### src/rtl/sequencer_pkg.sv
// ==== sequencer_pkg : shared step-sequencer modes, player states and helpers (rev 1.0) ====
`default_nettype none

package sequencer_pkg;

   localparam logic [1:0] MODE_EDIT = 2'd0;
   localparam logic [1:0] MODE_PLAY = 2'd1;

   typedef enum logic [1:0] {
      IDLE   = 2'd0,
      FIRE   = 2'd1,
      WAIT   = 2'd2,
      PAUSED = 2'd3
   } player_state_t;

   typedef logic [2:0] step_idx_t;

   // A tempo of zero would never expire, so it plays as one tick per step.
   function automatic logic [7:0] eff_tempo(input logic [7:0] tempo);
      return (tempo == 8'd0) ? 8'd1 : tempo;
   endfunction

endpackage

`default_nettype wire

### src/rtl/tempo_divider.sv
// ==== tempo_divider : prescaler plus tick counter, pulses step_done at step expiry (rev 1.0) ====
`default_nettype none

module tempo_divider #(
   parameter int TICK_DIV = 100
) (
   input  logic       clk,
   input  logic       rst,
   input  logic       clear,
   input  logic       enable,
   input  logic [7:0] tempo_eff,
   output logic       step_done
);

   localparam int PW = $clog2(TICK_DIV);
   localparam logic [PW-1:0] PRESC_LAST = PW'(TICK_DIV - 1);
   // The FIRE cycle is cycle 0 of the step, so expiry lands one count early.
   localparam logic [PW-1:0] PRESC_DONE = PW'(TICK_DIV - 2);

   logic [PW-1:0] presc_q, presc_d;
   logic [7:0]    tick_q, tick_d;

   always_comb begin
      presc_d = presc_q;
      tick_d  = tick_q;
      if (clear) begin
         presc_d = '0;
         tick_d  = '0;
      end else if (enable) begin
         if (presc_q == PRESC_LAST) begin
            presc_d = '0;
            tick_d  = tick_q + 8'd1;
         end else begin
            presc_d = presc_q + PW'(1);
         end
      end
   end

   always_ff @(posedge clk or posedge rst) begin
      if (rst) begin
         presc_q <= '0;
         tick_q  <= '0;
      end else begin
         presc_q <= presc_d;
         tick_q  <= tick_d;
      end
   end

   assign step_done = enable && !clear &&
                      (presc_q == PRESC_DONE) &&
                      (tick_q == (tempo_eff - 8'd1));

endmodule

`default_nettype wire

### src/rtl/sequence_player.sv
// ==== sequence_player : play-mode step walker with triggers, gates and step index (rev 1.0) ====
`default_nettype none

module sequence_player
   import sequencer_pkg::*;
#(
   parameter int TICK_DIV = 100
) (
   input  logic       clk,
   input  logic       rst,
   input  logic [1:0] mode,
   input  logic [7:0] tempo,
   input  logic       pause,
   input  logic [3:0] seq_smpl_1,
   input  logic [3:0] seq_smpl_2,
   input  logic [3:0] seq_smpl_3,
   input  logic [3:0] seq_smpl_4,
   input  logic [3:0] seq_smpl_5,
   input  logic [3:0] seq_smpl_6,
   input  logic [3:0] seq_smpl_7,
   input  logic [3:0] seq_smpl_8,
   output logic [2:0] play_idx,
   output logic [3:0] play_smpl,
   output logic [3:0] play_gate,
   output logic       step_strobe
);

   player_state_t state_q, state_d;
   step_idx_t     play_idx_q, play_idx_d;
   logic [3:0]    play_smpl_q, play_smpl_d;
   logic [3:0]    play_gate_q, play_gate_d;
   logic          step_strobe_q, step_strobe_d;
   logic [7:0]    tempo_eff_q, tempo_eff_d;

   logic          div_clear;
   logic          div_enable;
   logic          step_done;
   logic [3:0]    cur_pattern;

   always_comb begin
      cur_pattern = 4'h0;
      case (play_idx_q)
         3'd0:    cur_pattern = seq_smpl_1;
         3'd1:    cur_pattern = seq_smpl_2;
         3'd2:    cur_pattern = seq_smpl_3;
         3'd3:    cur_pattern = seq_smpl_4;
         3'd4:    cur_pattern = seq_smpl_5;
         3'd5:    cur_pattern = seq_smpl_6;
         3'd6:    cur_pattern = seq_smpl_7;
         default: cur_pattern = seq_smpl_8;
      endcase
   end

   tempo_divider #(
      .TICK_DIV (TICK_DIV)
   ) u_tempo_divider (
      .clk       (clk),
      .rst       (rst),
      .clear     (div_clear),
      .enable    (div_enable),
      .tempo_eff (tempo_eff_q),
      .step_done (step_done)
   );

   always_comb begin
      state_d       = state_q;
      play_idx_d    = play_idx_q;
      play_smpl_d   = 4'h0;
      play_gate_d   = play_gate_q;
      step_strobe_d = 1'b0;
      tempo_eff_d   = tempo_eff_q;
      div_clear     = 1'b0;
      div_enable    = 1'b0;

      // Leaving play mode outranks pause and step expiry.
      if (mode != MODE_PLAY) begin
         state_d     = IDLE;
         play_idx_d  = '0;
         play_gate_d = 4'h0;
         tempo_eff_d = 8'd0;
         div_clear   = 1'b1;
      end else begin
         case (state_q)
            IDLE: begin
               state_d    = FIRE;
               play_idx_d = '0;
               div_clear  = 1'b1;
            end
            FIRE: begin
               play_smpl_d   = cur_pattern;
               play_gate_d   = cur_pattern;
               step_strobe_d = 1'b1;
               tempo_eff_d   = eff_tempo(tempo);
               div_clear     = 1'b1;
               state_d       = WAIT;
            end
            WAIT: begin
               div_enable = 1'b1;
               if (step_done) begin
                  play_idx_d = play_idx_q + 3'd1;
                  state_d    = FIRE;
               end else if (pause) begin
                  state_d = PAUSED;
               end
            end
            PAUSED: begin
               if (!pause) begin
                  state_d = WAIT;
               end
            end
            default: state_d = IDLE;
         endcase
      end
   end

   always_ff @(posedge clk or posedge rst) begin
      if (rst) begin
         state_q       <= IDLE;
         play_idx_q    <= '0;
         play_smpl_q   <= 4'h0;
         play_gate_q   <= 4'h0;
         step_strobe_q <= 1'b0;
         tempo_eff_q   <= 8'd0;
      end else begin
         state_q       <= state_d;
         play_idx_q    <= play_idx_d;
         play_smpl_q   <= play_smpl_d;
         play_gate_q   <= play_gate_d;
         step_strobe_q <= step_strobe_d;
         tempo_eff_q   <= tempo_eff_d;
      end
   end

   assign play_idx    = play_idx_q;
   assign play_smpl   = play_smpl_q;
   assign play_gate   = play_gate_q;
   assign step_strobe = step_strobe_q;

endmodule

`default_nettype wire

### config.mk
export PLATFORM = sky130hd
export DESIGN_NAME = sequence_player
export DESIGN_NICKNAME = d
export VERILOG_FILES = /design/src/rtl/sequencer_pkg.sv /design/src/rtl/tempo_divider.sv /design/src/rtl/sequence_player.sv
export SDC_FILE = /design/constraint.sdc
export NUM_CORES = 1
export LEC_CHECK = 0
export BUFFER_PORTS_ARGS = -buffer_cell sky130_fd_sc_hd__buf_4
export CORE_AREA = 2 2 52 91
export DETAILED_ROUTE_END_ITERATION = 8
export DIE_AREA = 0 0 54 93
export PLACE_DENSITY = 0.76
export SLEW_MARGIN = 20
export SYNTH_ARGS = -nofsm -noshare
export SYNTH_HDL_FRONTEND = slang
export SYNTH_SLANG_ARGS = --single-unit
### constraint.sdc
create_clock -name clk -period 6.42 [get_ports clk]
set_clock_uncertainty 0.2 [all_clocks]
set_input_delay 0.321 -clock clk [delete_from_list [all_inputs] [get_ports clk]]
set_output_delay 0.321 -clock clk [all_outputs]
set_load 0.01 [all_outputs]
Word-level counts from Yosys, hierarchy flattened
Index checks and enable logic that the tools add are counted.
{"block": "word_totals", "register_bits": 37, "latch_bits": 0, "mem_bits_rw": 0, "mem_bits_ro": 0, "input_bits": 45, "output_inout_bits": 12, "wordCells": 71, "n_memories": 0}
{"block": "op_classes", "addsub": 4, "mul": 0, "div_mod_pow": 0, "order_cmp": 0, "n_eq_ne": 16, "shift": 0, "n_mux": 28, "n_bitwise": 0, "n_reduce_logical": 15}
{"cell": "$mux 8", "n": 6}
{"cell": "$pmux 4 s7", "n": 1}
{"cell": "$mux 7", "n": 3}
{"cell": "$mux 4", "n": 4}
{"cell": "$eq 7x7->1 const B", "n": 2}
{"cell": "$eq 3x3->1 const B", "n": 3}
{"cell": "$add 8x1->8 const B", "n": 1}
{"cell": "$eq 8x8->1", "n": 1}
{"cell": "$logic_not 8->1", "n": 1}
{"cell": "$mux 2", "n": 4}
{"cell": "$pmux 2 s4", "n": 1}
{"cell": "$sub 8x1->8 const B", "n": 1}
{"cell": "$add 7x1->7 const B", "n": 1}
{"cell": "$eq 3x2->1 const B", "n": 2}
{"cell": "$mux 1", "n": 6}
{"cell": "$mux 3", "n": 2}
{"cell": "$ne 3x3->1 const B", "n": 2}
{"cell": "$pmux 3 s2", "n": 1}
{"cell": "$reduce_and 2->1", "n": 3}
{"cell": "$reduce_bool 2->1", "n": 3}
{"cell": "$eq 2x2->1 const B", "n": 2}
{"cell": "$ne 4x4->1 const B", "n": 1}
{"cell": "$add 3x1->3 const B", "n": 1}
{"cell": "$eq 3x1->1 const B", "n": 1}
{"cell": "other kinds (8)", "n": 10}

Depth between registers and ports, before layout
Gate-level depths: netlist (run 1).
{"block": "logic_depth", "ltp_word": 11, "ltp_mapped": 9, "mapped_depth_nobuf": 9}

Hierarchy
A second synthesis (run 1) with hierarchy kept.
{"block": "unflattened", "hier_cells": 223, "area_unflattened_um2": 2185.8}
{"module": "sequence_player", "instances": 1, "cells_per_inst": 106, "area_each_um2": 1152.4, "seq_area_each_um2": 550.5}
{"module": "tempo_divider", "instances": 1, "cells_per_inst": 117, "area_each_um2": 1033.5, "seq_area_each_um2": 375.4}

Worst setup path after synthesis (run 1)
No wires, ideal clock.
{"block": "synth_path", "path_kind": "register -> register", "from": "register tempo_eff_q[0]", "to": "register play_idx_q[0] (netlist: play_idx[0])", "setup_ns": 0.082, "arrival_ns": 2.166, "required_ns": 6.138, "setup_slack_ns": 3.973, "path_stages_with_launch": 10, "path_buffers": 0, "period_less_slack_ns": 2.447, "path_cell_list": "dfrtp_1 inv_1 ha_1 xor2_1 nand3_1 nor3_2 nand4_1 a2111o_1 or4b_1 a31oi_1"}
{"block": "synth_via", "elab_chain_len": 5}
{"element": "start, declared", "line_no": "sequence_player.sv:33", "rtl": "logic [7:0] tempo_eff_q, tempo_eff_d;"}
{"element": "start signal, assigned", "line_no": "sequence_player.sv:130", "rtl": "tempo_eff_q <= tempo_eff_d;"}
{"element": "$sub 8x1->8", "line_no": "tempo_divider.sv:51", "rtl": "(tick_q == (tempo_eff - 8'd1));"}
{"element": "$eq 8x8->1", "line_no": "tempo_divider.sv:51"}
{"element": "$logic_and 1x1->1", "line_no": "tempo_divider.sv:50", "rtl": "(presc_q == PRESC_DONE) &&"}
{"element": "$ne 3x3->1 (no line)"}
{"element": "$reduce_and 2->1 (no line)"}
{"element": "end signal, assigned", "line_no": "sequence_player.sv:126", "rtl": "play_idx_q <= play_idx_d;"}
{"element": "end, declared", "line_no": "sequence_player.sv:29", "rtl": "step_idx_t play_idx_q, play_idx_d;"}
Every way passes these cells.
A chain may end at the register's enable or synchronous reset.

Worst setup path after layout (run 1)
Same ends and word-level chain as after synthesis.

==> results of run 1 <==
-- per-layer routing --
metal / track usage, % / share of wire [%] / up-vias
li1: - / - / 922
met1: 25.7 / 38 / 941
met2: 38.8 / 57 / 42
met3: 3.35 / 2.2 / 6
met4: 10.0 / 2.0 / 0
met5: 0 / 0 / -
-- path summary, 6_finish.rpt --
| path | end | slack [ns] |
|---|---|---|
| setup / recovery | play_idx[0] | 3.81 |
| hold / removal | tempo_eff_q[6] | 0.07 |
| setup reg to reg | play_idx[0] | 3.81 |
| hold reg to reg | play_gate[2] | 0.29 |
| max in group asynchronous | u_tempo_divider.presc_q[6] | 5.18 |
| min in group asynchronous | tempo_eff_q[7] | 0.50 |
-- report_power, final --
group | leakage [nW] | internal (mW) | total (mW) | switching [mW]
Clock | 0.0443 | 0.0851 | 0.160 | 0.0746
Combinational | 0.735 | 0.0279 | 0.0485 | 0.0206
Sequential | 0.514 | 0.236 | 0.240 | 0.00448
-- Yosys cell counts --
cell       n
a2111o_1   1
a21o_1     4
a21o_2     1
a21oi_1   15
a222oi_1   9
a22o_1     7
a31o_2     3
a31oi_1    4
a32o_1     1
and2_0     1
and2_1     1
and2_2     1
and2b_1    1
and2b_2    1
and3_1     4
buf_1      1
clkbuf_1   8
clkinv_1   1
dfrtp_1   37
ha_1       9
inv_1     11
nand2_1   27
nand2b_1   1
nand3_1    7
nand4_1    4
nor2_1    20
nor2b_1    2
nor3_1     6
nor3_2     1
nor4_1     4
nor4b_1    1
nor4b_2    1
o21ai_0    9
o21ai_1    1
or3_1      1
or4b_1     1
xnor2_1    7
xnor2_2    1
xor2_1    11
-- worst max-delay path, delay by kind of cell (launching register included) --
kind | cells | cell delay, ns
AOI/OAI and AO/OA | 2 | 0.60
adders and majority gates | 1 | 0.30
and+or+nand+nor | 4 | 0.80
DFF | 1 | 0.44
xor gates and xnor gates | 1 | 0.13
buffers and inverters | 1 | 0.07
-- area by class of cell --
cell class | instances | area (sq um)
clock buffer | 7 | 86.3
fill | 388 | 1670
inverter | 12 | 45.0
multi-input combinational | 168 | 1100
sequential | 37 | 926
tap | 51 | 63.8
timing repair buffer | 58 | 438
-- registers in the layout (all words and copies together), names as in the netlist --
signal,cells
play_idx,3
play_gate,4
step_strobe,1
state_q,2
play_smpl,4
u_tempo_divider.tick_q,8
tempo_eff_q,8
u_tempo_divider.presc_q,7
-- metrics by stage --
stage / hold WS, ns / total power, mW / worst slack, ns / cells / instance area [sq um]
global route: 0.0538 / 0.471 / 3.59 / 333 / 2660
CTS: 0.0606 / 0.453 / 3.81 / 333 / 2660
detailed placement: 0.264 / 0.293 / 3.73 / 325 / 2560
finish: 0.0708 / 0.448 / 3.81 / 333 / 2660
global placement: 0.262 / 0.292 / 3.82 / 325 / 2560
floorplan: 0.234 / 0.264 / 3.97 / 226 / 2100
-- repair_timing --
item	CTS	global route
buffers inserted	0	0
hold buffers	1	0
hold endpoints to repair	37	0
gates resized for setup	0	0
-- logic make-up after synthesis --
group,after synthesis,synth area share [%]
AND/OR/NAND/NOR,85,20.1
AO/OA/AOI/OAI,55,18.5
flip-flops,37,44.1
XOR/XNOR,19,8.28
adder cells (fa/ha/maj),9,5.36
buffers and inverters,21,3.75
==> metrics.yaml, run 1 <==
status: "complete, no violations"
coreArea_sq_um: 4320
crit_start: "tempo_eff_q[0]"
hp-class: "input port to flop"
die_w_microns: 54
ys_seq_area_share_pct: 44.1
clk_latency_ns: 0.28
die_y_microns: 93
dieArea_sq_um: 5020
grt_pass1_wl_microns: 8310
via_count: 1911
ys_warn_count: 0
crit_fanout: 6
worst_slew_pin_slew_ns: 0.765
ir_worst_vdd_uv: 176
layout_commonest_cell: "buf_4"
placementRows: 32
yosys_register_bits: 37
grtUsageTotal_pct: 22.3
synth_top_cell_by_area: "dfrtp_1"
synth_area_leaders: "dfrtp_1 44%, ha_1 5.4%, nand2_1 4.8%, xor2_1 4.6%, a222oi_1 4.3%"
worstHoldStart: "tempo[6]"
crit_type: "flop to flop"
r2r_cells: 9
drt_iter0_markers: 66
start_util_pct: 48.6
critPathCaptureType: "flop"
wl_per_cell_microns: 14.9
dpl.hpwl_microns: 3810
grt_max_degree: 38
synthCells: 226
rsz0062_at_grt: "false"
worst_ep_arrival_time_ns: 2.62
cts_buffer_depth: 2
whs_path_depth: 2
period_minus_slack_ns: 2.61
area_growth_pct: 26.4
diodes: 0
io_pins: 57
crit_chain: "inv_1 > ha_1 > xor2_1 > nand3_1 > nor3_2 > nand4_1 > a2111o_1 > or4b_1 > a31oi_1"
setup_viol: 0
power_density_nw_per_um2: 169
clk_pin_slew_ns: 0.07
yosysTopAreaCellShare_pct: 44.1
drc: 0
fin_setup_tns_ns: 0
antenna_found_initial: 0
layout-drive-gt1-share_pct: 25.5
syn_nets: 280
gp_congestion: 0.826
synth_area_sq_um: 2100
final_cell_mix: "57 x buf_4, 37 x dfrtp_1, 27 x nand2_1"
postRouteAntennaNets: 0
required_ns: 6.43
cap_violations: 0
slew_headroom_pct: 48.8
routed_wl_microns: 4950
slew_viol_final: 0
leakage_nw: 1.29
period_share_pct: 40.6
cts.htree.levels: 2
r2r_start: "tempo_eff_q[0]"
io_buffer_count: 56
finalHoldViolations: 0
cts_num_sinks: 37
first_global_vias: 1846
cts_tree: "yes"
ys_types: 39
fmax_mhz: 383
crit_slowest_cell: "or4b_1"
drtPass1Iterations: 5
routed_via_density: 5.74
cts_root_buf: "clkbuf_8"
utilization_pct: 61.4
syn_avg_cell_area_sq_um: 9.30
cp-start-kind: "flop"
cpPeakStageDelay_ns: 0.48
overflow: 0
nNetsFinal: 336
cts_buffers: 5
Note: power is estimated with default switching activity, not from simulation.
==> run 2, diff against run 1 <==
--- a/config.mk
+++ b/config.mk
@@ -6,10 +6,10 @@
 export NUM_CORES = 1
 export LEC_CHECK = 0
 export BUFFER_PORTS_ARGS = -buffer_cell sky130_fd_sc_hd__buf_4
-export CORE_AREA = 2 2 52 91
+export CORE_AREA = 2 2 54 94
 export DETAILED_ROUTE_END_ITERATION = 8
-export DIE_AREA = 0 0 54 93
-export PLACE_DENSITY = 0.76
+export DIE_AREA = 0 0 56 96
+export PLACE_DENSITY = 0.74
 export SLEW_MARGIN = 20
 export SYNTH_ARGS = -nofsm -noshare
 export SYNTH_HDL_FRONTEND = slang
==> constraint.sdc (replaced) <==
create_clock -name clk -period 2.1 [get_ports clk]
set_clock_uncertainty 0.2 [all_clocks]
set_input_delay 0.105 -clock clk [delete_from_list [all_inputs] [get_ports clk]]
set_output_delay 0.105 -clock clk [all_outputs]
set_load 0.01 [all_outputs]
==> metrics.yaml, run 2 (synthesis gave the netlist of run 1 again) <==
leakage_nw: 1.61  # was 1.29 nW
violations: "negative setup slack"
period_share_pct: 119  # was 40.6%
layout-drive-gt1-share_pct: 37.4  # was 25.5%
drtPass1Iterations: 5  # unchanged
cpPeakStageDelay_ns: 0.52  # was 0.48 ns
reg_top3: "tempo_eff_q (8), u_tempo_divider.tick_q (8), u_tempo_divider.presc_q (7)"  # unchanged
critPathCaptureType: "flop"  # unchanged
placementRows: 33  # was 32
cap_violations: 0  # unchanged
crit_type: "flop to flop"  # unchanged
rsz0062_at_grt: "true"  # was false
routed_wl_microns: 5910  # was 4950 microns
dieArea_sq_um: 5380  # was 5020 sq um
start_util_pct: 45.4  # was 48.6%
p_sw_share_pct: 21.3  # was 22.2%
crit_chain: "buf_4 > nor4b_2 > xnor2_1 > nand4_1 > a2111o_1 > or4b_1 > a31oi_1"  # was inv_1 > ha_1 > xor2_1 > nand3_1 > nor3_2 > nand4_1 > a2111o_1 > or4b_1 > a31oi_1
grt_pass1_wl_microns: 9650  # was 8310 microns
fillerInstances: 363  # was 388
share_seq_of_total_power_pct: 43.6  # was 53.6%
crit_fanout: 6  # unchanged
io_buffer_count: 56  # unchanged
io_pins: 57  # unchanged
postRouteAntennaNets: 0  # unchanged
grtUsageTotal_pct: 23.2  # was 22.3%
pwr-share-clk_pct: 44.1  # was 35.6%
via_count: 2155  # was 1,911
nNetsFinal: 393  # was 336
cp.depth: 7  # was 9
grt_max_degree: 38  # unchanged
cts_num_sinks: 37  # unchanged
coreArea_sq_um: 4620  # was 4320 sq um
cts_buffers: 5  # unchanged
first_global_vias: 2137  # was 1,846
die_y_microns: 96  # was 93 microns
overflow: 0  # unchanged
clk_pin_slew_ns: 0.08  # was 0.07 ns
cp-start-kind: "flop"  # unchanged
final_cells: 392  # was 333
period_minus_slack_ns: 2.50  # was 2.61 ns
finalHoldViolations: 0  # unchanged
power_density_nw_per_um2: 516  # was 169 nW/um^2
status: "complete, but fails checks"  # was complete, no violations
worst_slew_pin_slew_ns: 0.802  # was 0.765 ns
fin_area_sq_um: 3230  # was 2660 sq um
cts_buffer_depth: 2  # unchanged
crit_buf_inv: 1  # unchanged
final_cell_mix: "99 x buf_4, 36 x dfrtp_1, 27 x nand2_1"  # was 57 x buf_4, 37 x dfrtp_1, 27 x nand2_1
diodes: 0  # unchanged
setup_viol: 7  # was 0
antenna_found_initial: 0  # unchanged
fmax_mhz: 400  # was 383 MHz
required_ns: 2.10  # was 6.43 ns
area_growth_pct: 53.8  # was 26.4%
crit_start: "tempo_eff_q[0]"  # unchanged
layout_commonest_cell: "buf_4"  # unchanged
endpoint: "play_idx[0]"  # unchanged
crit_slowest_cell: "or4b_1"  # unchanged
total_power_mw: 1.67  # was 448 uW
slew_viol_final: 0  # unchanged
dp_cells: 361  # was 325
cts.htree.levels: 2  # unchanged
worst_ep_arrival_time_ns: 2.50  # was 2.62 ns
drc: 0  # unchanged
fin_setup_tns_ns: -1.49  # was 0 ns
place_area_sq_um: 2840  # was 2560 sq um
dpl.hpwl_microns: 4060  # was 3810 microns
slew_headroom_pct: 46.4  # was 48.8%
ir_worst_vdd_uv: 709  # was 176 uV
cts_root_buf: "clkbuf_8"  # unchanged
hp-class: "input port to flop"  # unchanged
r2r_start: "tempo_eff_q[0]"  # unchanged
worst_slack_ns: -0.401  # was 3.81 ns
crit_family: "simple AND/OR/NAND/NOR gates"  # unchanged
p_sw_uw: 355  # was 99.7 uW
rr_endpoint: "play_idx[0]"  # unchanged
routed_via_density: 5.50  # was 5.74
power.internal_mw: 1.31  # was 349 uW
comb_power_share_pct: 12.2  # was 10.8%
cts_tree: "yes"  # unchanged
r2r_cells: 7  # was 9
wl_per_cell_microns: 15.1  # was 14.9 microns
gp_congestion: 0.799  # was 0.826
pre_cts_ws_ns: -0.366  # was 3.73 ns
ff2ff_setup_slack_ns: -0.40  # was 3.81 ns
clk_latency_ns: 0.29  # was 0.28 ns
die_w_microns: 56  # was 54 microns
hold_ws_ns: 0.0327  # was 0.0708 ns
utilization_pct: 69.9  # was 61.4%
drt_iter0_markers: 116  # was 66
## run 2: changes by cell type in the layout (fill, tap and decap cells not counted), sizes merged
cell | previous run | this run
buf | 57 | 99
dlygate4sd3 | 1 | 16
bufinv | 0 | 2
clkbuf | 7 | 5
clkinv | 1 | 2
## run 2: cell type report
cell class / count / area [sq um] / share of cell area (%)
tap: 52 / 65.1 / 2.01
sequential: 37 / 927 / 28.7
timing repair buffer: 115 / 903 / 28.0
multi-input combinational: 168 / 1160 / 35.8
clock inverter: 3 / 65.1 / 2.01
clock buffer: 5 / 68.8 / 2.13
inverter: 12 / 45.0 / 1.39
## run 2: power by group through the flow
stage | Clock, mW | Combinational, mW | Sequential [mW]
after CTS | 0.740 | 0.198 | 0.726
after global routing | 0.776 | 0.223 | 0.727
after detailed placement | 0 | 0.169 | 0.740
after floorplan | 0 | 0.0690 | 0.741
final | 0.735 | 0.204 | 0.727
after global placement | 0 | 0.166 | 0.740
## run 2: how the worst min path moves through the flow
stage | startpoint | slack [ns] | endpoint | cells after the start
floorplan | tempo[1] | 0.04 | tempo_eff_q[1] | 1
global route | seq_smpl_8[1] | 0.06 | play_smpl[1] | 5
finish | seq_smpl_8[1] | 0.03 | play_smpl[1] | 5
global placement | rst | 0.04 | step_strobe | 3
CTS | seq_smpl_8[0] | 0.03 | play_smpl[0] | 5
detailed placement | rst | 0.06 | play_smpl[2] | 3
## run 2: routing by layer
metal  GRT usage (%)  vias up  wire [microns]
met4            10.3        0             168
met1            25.5     1043            2150
met3            4.03       15             247
met2            43.0       62            3340
met5               0        -               0
li1                -     1035               -
## run 2: timing repair
item                                    CTS  global route
hold buffers                             16             0
buffers inserted                          3             4
endpoints found under the hold margin    51             0
pin swaps                                 1             5
cloned                                    0             0
resized for setup                         4             7
endpoints found under the setup margin    5            12
## run 2: tightest hold or removal path, stage by stage
cell	delay (ns)
buf_4	0.11
nand2_1	0.04
nor2_1	0.03
a21oi_1	0.10
a21oi_1	0.09
==> run 3, diff against run 2 <==
--- a/config.mk
+++ b/config.mk
@@ -6,11 +6,12 @@
 export NUM_CORES = 1
 export LEC_CHECK = 0
 export BUFFER_PORTS_ARGS = -buffer_cell sky130_fd_sc_hd__buf_4
-export CORE_AREA = 2 2 54 94
+export CORE_AREA = 2 2 53 93
 export DETAILED_ROUTE_END_ITERATION = 8
-export DIE_AREA = 0 0 56 96
-export PLACE_DENSITY = 0.74
+export DIE_AREA = 0 0 55 95
+export PLACE_DENSITY = 0.75
 export SLEW_MARGIN = 20
 export SYNTH_ARGS = -nofsm -noshare
 export SYNTH_HDL_FRONTEND = slang
+export SYNTH_HIERARCHICAL = 1
 export SYNTH_SLANG_ARGS = --single-unit
==> constraint.sdc (replaced) <==
create_clock -name clk -period 2.8 [get_ports clk]
set_clock_uncertainty 0.2 [all_clocks]
set_input_delay 0.14 -clock clk [delete_from_list [all_inputs] [get_ports clk]]
set_output_delay 0.14 -clock clk [all_outputs]
set_load 0.01 [all_outputs]
==> metrics.yaml, run 3 <==
status: "complete, no violations"  # was complete, but fails checks
yosysTopAreaCellShare_pct: 42.4  # was 44.1%
critPathCaptureType: "flop"  # unchanged
ir_worst_vdd_uv: 375  # was 709 uV
antenna_found_initial: 0  # unchanged
period_share_pct: 92.9  # was 119%
hold_ws_ns: 0.0176  # was 0.0327 ns
io_buffer_count: 56  # unchanged
cts_buffers: 5  # unchanged
via_count: 1988  # was 2,155
wl_per_cell_microns: 16.2  # was 15.1 microns
grt_max_degree: 23  # was 38
routed_wl_microns: 5600  # was 5910 microns
nNetsFinal: 346  # was 393
synth_area_leaders: "dfrtp_1 42%, ha_1 5.2%, xor2_1 4.8%, a22o_1 3.6%, nor2_1 3.3%"  # was dfrtp_1 44%, ha_1 5.4%, nand2_1 4.8%, xor2_1 4.6%, a222oi_1 4.3%
use_met2_pct: 40.9  # was 43.0%
grtUsageTotal_pct: 23.6  # was 23.2%
fmax_mhz: 384  # was 400 MHz
leakage_nw: 1.36  # was 1.61 nW
layout_commonest_cell: "buf_4"  # unchanged
crit_chain: "inv_1 > ha_2 > nand2b_4 > a21oi_1 > a311oi_2 > a41oi_1 > a211oi_2 > or3b_2 > o21ai_0 > a22oi_1 > nor2_1"  # was buf_4 > nor4b_2 > xnor2_1 > nand4_1 > a2111o_1 > or4b_1 > a31oi_1
rr_endpoint: "play_idx[0]"  # unchanged
whs_path_depth: 3  # was 5
crit_start: "tempo_eff_q[1]"  # was tempo_eff_q[0]
synthAdderAreaFrac_pct: 5.15  # was 5.36%
synth_top_cell_by_area: "dfrtp_1"  # unchanged
synth_top_family_by_area: "simple AND/OR/NAND/NOR gates"  # unchanged
async_reset_ff_share_pct: 100  # unchanged
clk_latency_ns: 0.30  # was 0.29 ns
synthMuxAreaShare_pct: 1.55  # was 0%
syn_nets: 277  # was 280
r2r_start: "tempo_eff_q[1]"  # was tempo_eff_q[0]
overflow: 0  # unchanged
routed_via_density: 5.76  # was 5.50
crit_slowest_cell: "dfrtp_2"  # was or4b_1
layout-drive-gt1-share_pct: 31.7  # was 37.4%
cts_tree: "yes"  # unchanged
diodes: 0  # unchanged
synth_edf_count: 0  # unchanged
grt_pass1_wl_microns: 8950  # was 9650 microns
synth_most_common_cell: "dfrtp_1"  # unchanged
synth_area_sq_um: 2190  # was 2100 sq um
global_route.usage.met1_pct: 25.5  # about the same
postRouteAntennaNets: 0  # unchanged
cts_buffer_depth: 2  # unchanged
worstHoldStart: "seq_smpl_8[1]"  # unchanged
final_cell_mix: "64 x buf_4, 35 x dfrtp_1, 19 x nor2_1"  # was 99 x buf_4, 36 x dfrtp_1, 27 x nand2_1
ys.flop_type: "dfrtp_1"  # unchanged
die_w_microns: 55  # was 56 microns
ys_types: 46  # was 39
crit_type: "flop to flop"  # unchanged
drtPass1Iterations: 4  # was 5
cap_violations: 0  # unchanged
period_minus_slack_ns: 2.60  # was 2.50 ns
cp-start-kind: "flop"  # unchanged
yosys_register_bits: 37  # unchanged
synth-xor-area-share_pct: 7.61  # was 8.28%
power_density_nw_per_um2: 368  # was 516 nW/um^2
synthCells: 223  # was 226
start_util_pct: 48.1  # was 45.4%
seqCellArea_sq_um: 928  # was 927 sq um
top_usage_layer: "met2"  # unchanged
gp_congestion: 0.860  # was 0.799
coreArea_sq_um: 4540  # was 4620 sq um
ff2ff_setup_slack_ns: 0.20  # was -0.40 ns
syn_avg_cell_area_sq_um: 9.80  # was 9.30 sq um
use_met3_pct: 4.27  # was 4.03%
synth_compound_area_share_pct: 17.7  # was 18.5%
synthSimpleGateAreaFrac_pct: 20.5  # was 20.1%
drt_iter0_markers: 53  # was 116
slew_viol_final: 0  # unchanged
die_y_microns: 95  # was 96 microns
required_ns: 2.82  # was 2.10 ns
hp-class: "input port to flop"  # unchanged
ys_seq_area_share_pct: 42.4  # was 44.1%
utilization_pct: 63.9  # was 69.9%
placementRows: 33  # unchanged
slew_headroom_pct: 46.1  # was 46.4%
reg_top3: "tempo_eff_q (8), u_tempo_divider/tick_q (8), u_tempo_divider/presc_q (7)"  # was tempo_eff_q (8), u_tempo_divider.tick_q (8), u_tempo_divider.presc_q (7)
cts_root_buf: "clkbuf_8"  # unchanged
synth_common_cells: "37 x dfrtp_1, 19 x nor2_1, 13 x a21oi_1, 12 x xor2_1"  # was 37 x dfrtp_1, 27 x nand2_1, 20 x nor2_1, 15 x a21oi_1
cts_num_sinks: 37  # unchanged
cts.htree.levels: 2  # unchanged
r2r_cells: 11  # was 7
worst_slew_pin_slew_ns: 0.808  # was 0.802 ns
clk_pin_slew_ns: 0.08  # about the same
total_power_mw: 1.07  # was 1.67 mW
setup_viol: 0  # was 7
place_area_sq_um: 2650  # was 2840 sq um
fillerInstances: 386  # was 363
area_growth_pct: 32.9  # was 53.8%
drc: 0  # unchanged
finalHoldViolations: 0  # unchanged
dieArea_sq_um: 5230  # was 5380 sq um
worst_slack_ns: 0.197  # was -0.401 ns
multi_input_comb_area_sq_um: 1180  # was 1160 sq um
first_global_vias: 1953  # was 2,137
io_pins: 57  # unchanged
worst_ep_arrival_time_ns: 2.62  # was 2.50 ns
ys_warn_count: 6  # was 0
min_to: "play_smpl[1]"  # unchanged
cpPeakStageDelay_ns: 0.45  # was 0.52 ns
fin_area_sq_um: 2900  # was 3230 sq um
dpl.hpwl_microns: 4070  # was 4060 microns
crit_fanout: 5  # was 6
pre_cts_ws_ns: 0.175  # was -0.366 ns
-- run 3: cell count changes in the layout (fill, tap and decap cells not counted), moves of 4 or more --
cell / delta
a221oi_1: +4
a222oi_1: -9
a31oi_1: -4
buf_4: -35
dlygate4sd3_1: -5
nand2_1: -16
-- run 3: layer usage --
metal,routed length [microns],share of wire [%]
met5,0,0
met4,244,4.4
met3,191,3.4
met2,3090,55
met1,2070,37
-- run 3: logic make-up (layout without fill, tap and decap cells) --
kind of cell             Yosys count  after routing
AND/OR/NAND/NOR                   78             78
AO/OA/AOI/OAI                     53             53
flip-flops                        37             37
buffers and inverters             24             94
XOR/XNOR                          19             19
adder cells (fa/ha/maj)            9              9
multiplexers                       3              3
-- run 3: worst max path at each step --
stage                              to  slack [ns]  cells past startpoint
after floorplan           play_idx[0]        0.32                      9
after global routing      play_idx[0]      -0.003                     11
after global placement    play_idx[0]        0.24                      9
after CTS                 play_idx[0]        0.14                     11
after detailed placement  play_idx[0]        0.18                      9
final                     play_idx[0]        0.20                     11
-- run 3: timing repair --
action                                  CTS  global route
setup buffers                             0             2
resized for setup                         0             8
hold buffers                             11             0
endpoints found under the setup margin    0             5
endpoints found under the hold margin    47             0
-- run 3: critical path: cells and delay by family (launching register included) --
family	cells	cell delay, ns
adder cells (fa/ha/maj)	1	0.21
AND/OR/NAND/NOR	3	0.70
flip-flops	1	0.45
buffers and inverters	1	0.07
AO/OA/AOI/OAI	6	0.90
-- run 3: final cells by class --
type	instances	share of cell area (%)
Inverter	11	1.42
Timing Repair Buffer	75	20.3
Clock inverter	2	0.474
Tap cell	52	2.24
Clock buffer	6	2.84
Multi-Input combinational cell	162	40.7
Sequential cell	37	32.0
-- run 3: report_power, final --
part / internal [mW] / switching (mW)
clock: 0.200 / 0.198
sequential: 0.540 / 0.00655
combinational: 0.0732 / 0.0500
total: 0.813 / 0.255
-- run 3: metrics by stage --
stage          setup TNS (ns)  std cells
2_1_floorplan               0        223
3_3_place_gp                0        324
3_5_place_dp                0        324
4_1_cts                     0        343
5_1_grt              -0.00306        345
6_report                    0        345
